## config.mk

```make
export PLATFORM = sky130hd
export DESIGN_NAME = booth_ks_alu_seq
export DESIGN_NICKNAME = d
export VERILOG_FILES = /design/src/rtl/booth_ks_alu_seq.sv
export SDC_FILE = /design/constraint.sdc
export NUM_CORES = 1
export LEC_CHECK = 0
export BUFFER_PORTS_ARGS = -buffer_cell sky130_fd_sc_hd__buf_2
export CAP_MARGIN = 10
export CORE_UTILIZATION = 35
export DETAILED_ROUTE_END_ITERATION = 16
export PLACE_DENSITY = 0.54
export SYNTH_ARGS = -nofsm -noshare
export SYNTH_HDL_FRONTEND = slang
export SYNTH_SLANG_ARGS = --single-unit
export TNS_END_PERCENT = 1
```

## constraint.sdc

```tcl
create_clock -name clk -period 6.2 [get_ports clk]
set_clock_uncertainty 0.1 [all_clocks]
set_input_delay 0.31 -clock clk [delete_from_list [all_inputs] [get_ports clk]]
set_output_delay 0.31 -clock clk [all_outputs]
set_load 0.02 [all_outputs]
```

## src/rtl/booth_ks_alu_seq.sv

```systemverilog
// booth_ks_alu_seq
//
// Sequential add / signed-multiply unit behind a start/busy/done handshake.
//   - Add (mode=0): unsigned WIDTH-bit sum with carry-out. It completes on
//     the accepting edge.
//   - Multiply (mode=1): signed WIDTH x WIDTH radix-2 Booth multiply. It
//     runs one Booth step per clock and completes WIDTH cycles after accept.
// Results are registered. They hold until the next operation completes.
// Only the results of the completed mode are non-zero.
//
// Ports:
//   clk      in   clock, rising edge
//   rst      in   asynchronous active-high reset
//   start    in   request, accepted in IDLE or DONE
//   mode     in   0 = add, 1 = multiply (captured with start)
//   a, b     in   WIDTH-bit operands
//   busy     out  multiply in progress
//   done     out  one-cycle pulse when a result is written
//   sum      out  registered add result
//   carry    out  registered add carry-out
//   product  out  registered 2*WIDTH-bit signed product

module booth_ks_alu_seq #(
    parameter int WIDTH = 8
) (
    input  logic                 clk,
    input  logic                 rst,
    input  logic                 start,
    input  logic                 mode,
    input  logic [WIDTH-1:0]     a,
    input  logic [WIDTH-1:0]     b,
    output logic                 busy,
    output logic                 done,
    output logic [WIDTH-1:0]     sum,
    output logic                 carry,
    output logic [2*WIDTH-1:0]   product
);

    localparam int PW = 2 * WIDTH;
    localparam int CW = $clog2(WIDTH);
    localparam logic [CW-1:0] LAST_STEP = CW'(WIDTH - 1);

    typedef enum logic [1:0] {
        IDLE,
        MUL,
        DONE
    } state_t;

    state_t state, next_state;

    logic [PW-1:0]    m;       // multiplicand, shifted left one place per step
    logic [PW-1:0]    p;       // partial product accumulator
    logic [WIDTH-1:0] q;       // multiplier, shifted right one place per step
    logic             q_1;     // previous multiplier LSB
    logic [CW-1:0]    count;   // Booth step index

    logic             accept;
    logic [PW-1:0]    p_step;

    // State register
    // NOTE: sequential state is always assigned with non-blocking (<=), so
    // every flop samples the pre-edge values of the others.
    always_ff @(posedge clk or posedge rst) begin
        if (rst) begin
            state <= IDLE;
        end else begin
            state <= next_state;
        end
    end

    // Next state and handshake outputs
    // NOTE: every output of this block gets a default first, so no path
    // through the case leaves a signal unassigned and a latch is inferred.
    always_comb begin
        next_state = state;
        busy       = 1'b0;
        done       = 1'b0;
        accept     = 1'b0;
        unique case (state)
            IDLE: begin
                accept = start;
            end
            MUL: begin
                busy = 1'b1;
                if (count == LAST_STEP) begin
                    next_state = DONE;
                end
            end
            DONE: begin
                done   = 1'b1;
                accept = start;
                if (!start) begin
                    next_state = IDLE;
                end
            end
            default: begin
                next_state = IDLE;
            end
        endcase
        if (accept) begin
            next_state = mode ? MUL : DONE;
        end
    end

    // One Booth step. The pair {Q[0], q_1} selects add M, subtract M, or hold.
    always_comb begin
        unique case ({q[0], q_1})
            2'b01:   p_step = p + m;
            2'b10:   p_step = p - m;
            default: p_step = p;
        endcase
    end

    // Datapath and result registers
    // NOTE: the datapath registers are reset as well as the state. A reset
    // mid-multiply must leave nothing behind, and the outputs must read 0.
    always_ff @(posedge clk or posedge rst) begin
        if (rst) begin
            m       <= '0;
            p       <= '0;
            q       <= '0;
            q_1     <= 1'b0;
            count   <= '0;
            sum     <= '0;
            carry   <= 1'b0;
            product <= '0;
        end else if (accept) begin
            if (!mode) begin
                {carry, sum} <= {1'b0, a} + {1'b0, b};
                product      <= '0;
            end else begin
                m     <= {{WIDTH{a[WIDTH-1]}}, a};
                p     <= '0;
                q     <= b;
                q_1   <= 1'b0;
                count <= '0;
            end
        end else if (state == MUL) begin
            p     <= p_step;
            m     <= m << 1;
            q_1   <= q[0];
            q     <= q >> 1;
            count <= count + CW'(1);
            if (count == LAST_STEP) begin
                product <= p_step;
                sum     <= '0;
                carry   <= 1'b0;
            end
        end
    end

endmodule

```

---- Word-level counts from Yosys, hierarchy flattened ----
Cells that the tools add are included.
word-level totals
  register bits after elaboration ......... 71
  input port bits ......................... 20
  output and inout bits ................... 27
  logic and storage cells ................. 66
operators by class
  add/sub/neg operators ................... 4
  eq/ne operators ......................... 10
  mux-type cells .......................... 36
  reduce and logical (&&, ||, !) cells .... 7
operators by type and width
  cell                                                   count
  2-to-1 mux 16 bit                                      10
  2-to-1 mux 8 bit                                       7
  case mux 16 bit (2 select lines)                       1
  adder 16 bit                                           1
  subtractor 16 bit                                      1
  2-to-1 mux 1 bit                                       10
  adder 8 x 8 -> 9 bit                                   1
  2-to-1 mux 3 bit                                       3
  2-to-1 mux 2 bit                                       4
  inequality test 2 bit, second input constant           3
  case mux 2 bit (3 select lines)                        1
  AND reduction 3 bit                                    2
  equality test 2 x 1 -> 1 bit, second input constant    2
  equality test 2 bit, second input constant             2
  nonzero test 2 bit                                     2
  adder 3 x 1 -> 3 bit, second input constant            1
  equality test 3 bit, second input constant             1
  inequality test 3 x 2 -> 1 bit, second input constant  1
  inequality test 3 bit, second input constant           1
  zero test 2 bit                                        1
  AND reduction 2 bit                                    1
  OR reduction 2 bit                                     1

---- Longest topological paths before layout ----
  depth in word-level cells ............... 5
  depth in mapped cells ................... 15
  depth with buffers taken out ............ 15

---- Worst setup path before layout ----
OpenSTA, ideal clock, no wires.
  path kind ............................... register to register
  from .................................... register m[5]
  to ...................................... register p[15]
  setup time .............................. 0.069 ns
  arrival ................................. 3.068 ns
  data required time ...................... 6.031 ns
  setup slack ............................. 2.963 ns
  stages on the path, launching flop included .. 15
  buffers on the path ..................... 1
  clock period less this slack ............ 3.237 ns
  cell sequence ........................... dfrtp_1 > buf_6 > or4_4 > nor3_4 > nor3b_4 > a21oi_1 > xnor2_1 > ha_1 > a211oi_1 > nand2_1 > a21oi_1 > a21oi_1 > xnor2_1 > or4_1 > nand3_1
on the way
  longest elaborated chain between the ends .. 4
  elaborated cells on any way between the ends .. 5
  those cells by class .................... add/sub: 2; mux: 3
RTL lines
  what                                               RTL line  RTL
  start: declaration                                 51        logic [PW-1:0] m;
  start signal: assignment                           132       m <= {{WIDTH{a[WIDTH-1]}}, a};
  start signal: assignment                           140       m <= m << 1;
  subtractor 16 bit or adder 16 bit (tied branches)  109, 108
  case mux 16 bit (2 select lines) *                 107       unique case ({q[0], q_1})
  2-to-1 mux 16 bit *                                138       end else if (state == MUL) begin
  2-to-1 mux 16 bit *                                127       end else if (accept) begin
  end signal: assignment                             139       p <= p_step;
  end: declaration                                   52        logic [PW-1:0] p;
Every way passes the cells marked *; elsewhere a longest branch is shown, timed or not. The select of a mux whose other input is x is not followed.
A chain may end at the register's enable or synchronous reset.

---- Final worst setup path ----
Same ends and word-level chain as after synthesis.

==> run_results.csv <==
group,metric,value,unit
outcome,status,"finished, final reports clean",
clock_network,numClockSinks,71,
route,first_pass_iters,4,
synth,syn_nets,516,
cells_and_area,final_cell_mix,"dfrtp_1, nand2_1, buf_2",
clock_network,cts_tree,"yes",
synth,netlist_instances,467,
floorplanning,core_area,12000,µm²
floorplanning,die_y,113,µm
floorplanning,placementRows,40,
cells_and_area,layout-drive-gt1-share,15.1,%
floorplanning,dieArea,12700,µm²
place,dp_hpwl,7780,µm
global_route,grt_pass1_vias,3404,
route,met3_length,377,µm
place,place_congestion,0.843,
global_route,grt_pass1_wl,17600,µm
route,wirelength,10700,µm
sta,min_period,3.46,ns
route,ant_nets,0,
job,cap_violations,0,
critical_path,reg2reg_depth,13,
global_route,grt.total_usage,18.2,%
route,drt_iter0_drc,239,
sta,fmax,289,MHz
sta,post-route-period-util,55.8,%
route,routed_via_density,5.24,
synth,ys.flop_type,"dfrtp_1",
synth,yosys-top-cells-area,"dfrtp_1, ha_1, nand2_1, xnor2_1, o21ai_0",
clock_network,clk_root_buffer_cell,"clkbuf_16",
global_route,antenna_found_initial,0,
clock_network,clk_pin_slew_worst_paths,0.05,ns
synth,synth_top_area_share,41.4,%
critical_path,cp-end-kind,"flip-flop",
global_route,grt_max_degree,72,
synth,ys_seq_elements,71,
critical_path,rr_startpoint,"m[5]",
sta,rsz0062_at_grt,"no",
power_and_ir_drop,max-vdd-ir-drop,0.188,mV
synth,synthesis.area,4290,µm²
synth,synth-edff-count,0,
cells_and_area,layout.nets,554,
synth,yosys_warnings,0,
critical_path,cp-startpoint,"m[5]",
min_path,min_from,"a[0]",
route,num_vias,3440,
synth,ys_seq_area_share,41.4,%
synth,ys_types,44,
power_and_ir_drop,power,3.15,mW
clock_network,h-tree-depth,3,
clock_network,clock_path_buffers,2,
clock_network,cts_buffers,9,
critical_path,cp.arrival,3.63,ns
route,wire_per_inst,16.2,µm
global_route,grt_overflow,0,
synth,syn_avg_cell_area,9.18,µm²
min_path,worstHoldEndpoint,"m[0]",
synth,synth-async-reset-ratio,100,%
sta,worst_pin_slew,0.915,ns
critical_path,crit_required,6.37,ns
sta,drv_slew,0,
clock_network,ctsResizeCount,0,
min_path,hold_class,"primary input to flip-flop",
power_and_ir_drop,power.density,642,nW/µm²
sta,setup_viol,0,
cells_and_area,area_delta_synth_final,14.5,%
min_path,holdPathStages,3,
route,maxUsedRoutingLayer,"met4",
critical_path,r2r_end,"p[15]",
place,portBuffers,46,
clock_network,cts_setup_buffers,0,
floorplanning,start_util,35.8,%
sta,hold_viol_final,0,
critical_path,critPathKind,"flip-flop to flip-flop",
critical_path,critPathMaxFanout,7,
synth,yosysTopAreaCell,"dfrtp_1",
power_and_ir_drop,leakage,2.32,nW
floorplanning,die_x,113,µm
floorplanning,ios,47,
route,met1Wirelength,4980,µm
clock_network,cts_hold_buffers,0,
sta,relSlewSlack,39.0,%
clock_network,insertion_delay,0.34,ns
route,dr_wl_met2,5090,µm
critical_path,worstSetupStartpointType,"flip-flop",
cells_and_area,final_common_cell,"dfrtp_1",
critical_path,rrSetupSlack,2.74,ns
cells_and_area,n_antenna_cell,0,
sta,final.setup.tns,0,ns
route,drcViolationCount,0,
## cells in the mapped netlist, types with 2 or more instances
cell      number
a21oi_1       42
dfrtp_1       71
xor2_1         6
and2_1         3
a32oi_1        3
inv_1         15
nand2_1       67
nand3_1        9
mux2_2         4
nor3_1         6
and3_1         3
o31ai_1        7
a22o_1        11
a21o_1         9
a211oi_1       6
o21ai_0       45
xnor2_1       27
o211ai_1       3
nor2b_1        3
inv_2          2
ha_1          27
nand4_1        2
mux2i_1       16
nand2b_1       5
clkbuf_1      22
fa_1           2
o21a_1         5
nor2_1        25
a31oi_1        6
## report_power, final
part / internal [mW] / switching (mW)
Sequential: 0.659 / 0.166
Combinational: 0.757 / 1.11
Clock: 0.271 / 0.184
Total: 1.69 / 1.46
## final cells by class
type / instances / area (µm²)
Tap cell: 147 / 184
Clock buffer: 15 / 248
Clock inverter: 1 / 5.00
Inverter: 17 / 63.8
Timing Repair Buffer: 52 / 275
Fill cell: 1189 / 7050
Sequential cell: 71 / 1780
Multi-Input combinational cell: 354 / 2360
## flip-flops by register name, indices dropped and copies added (netlist names)
name and count:
m 16, q 8, q_1 1, p 16
carry 1, product 16, count 3, sum 8
state 2
## layer usage
| metal | vias to the layer above | GRT usage [%] |
|---|---|---|
| met5 | - | 0 |
| met4 | 0 | 8.18 |
| met3 | 15 | 3.67 |
| met2 | 53 | 29.4 |
| met1 | 1637 | 23.4 |
| li1 | 1735 | - |
## cells by family after synthesis
kind of cell             count (synthesis)  share of synthesized area (%)
flip-flops                              71                           41.4
multiplexers                            20                           4.79
adder cells (fa/ha/maj)                 29                           8.81
buffers and inverters                   42                           3.88
AND/OR/NAND/NOR                        128                           13.5
AO/OA/AOI/OAI                          144                           20.8
XOR/XNOR                                33                           6.74
## critical path, stage by stage (launching register included)
cell	delay, ns
dfrtp_1	0.45
or4_4	0.58
nor3_4	0.16
nor3b_4	0.26
a21oi_1	0.11
xnor2_1	0.16
ha_1	0.37
a211oi_1	0.26
nand2_1	0.07
a21oi_1	0.12
a21oi_1	0.10
xnor2_1	0.16
or4_1	0.41
nand3_1	0.09
## worst max path at each step
stage / depth (start not counted) / slack (ns) / end
finish: 13 / 2.74 / p[15]
global route: 13 / 2.54 / p[15]
CTS: 13 / 2.74 / p[15]
detailed placement: 13 / 2.76 / p[15]
global placement: 13 / 2.86 / p[15]
floorplan: 14 / 2.96 / p[15]
## metrics by stage
stage	util, %	setup slack, ns	hold WS, ns	area (µm²)	cells
after floorplan	-	2.96	0.338	4290	467
after global placement	38.9	2.86	0.360	4660	641
after detailed placement	38.9	2.76	0.361	4660	641
after CTS	41.0	2.74	0.111	4910	657
after global routing	41.0	2.54	0.138	4910	657
final	41.0	2.74	0.122	4910	657
Power figures use the tool's default switching activity.
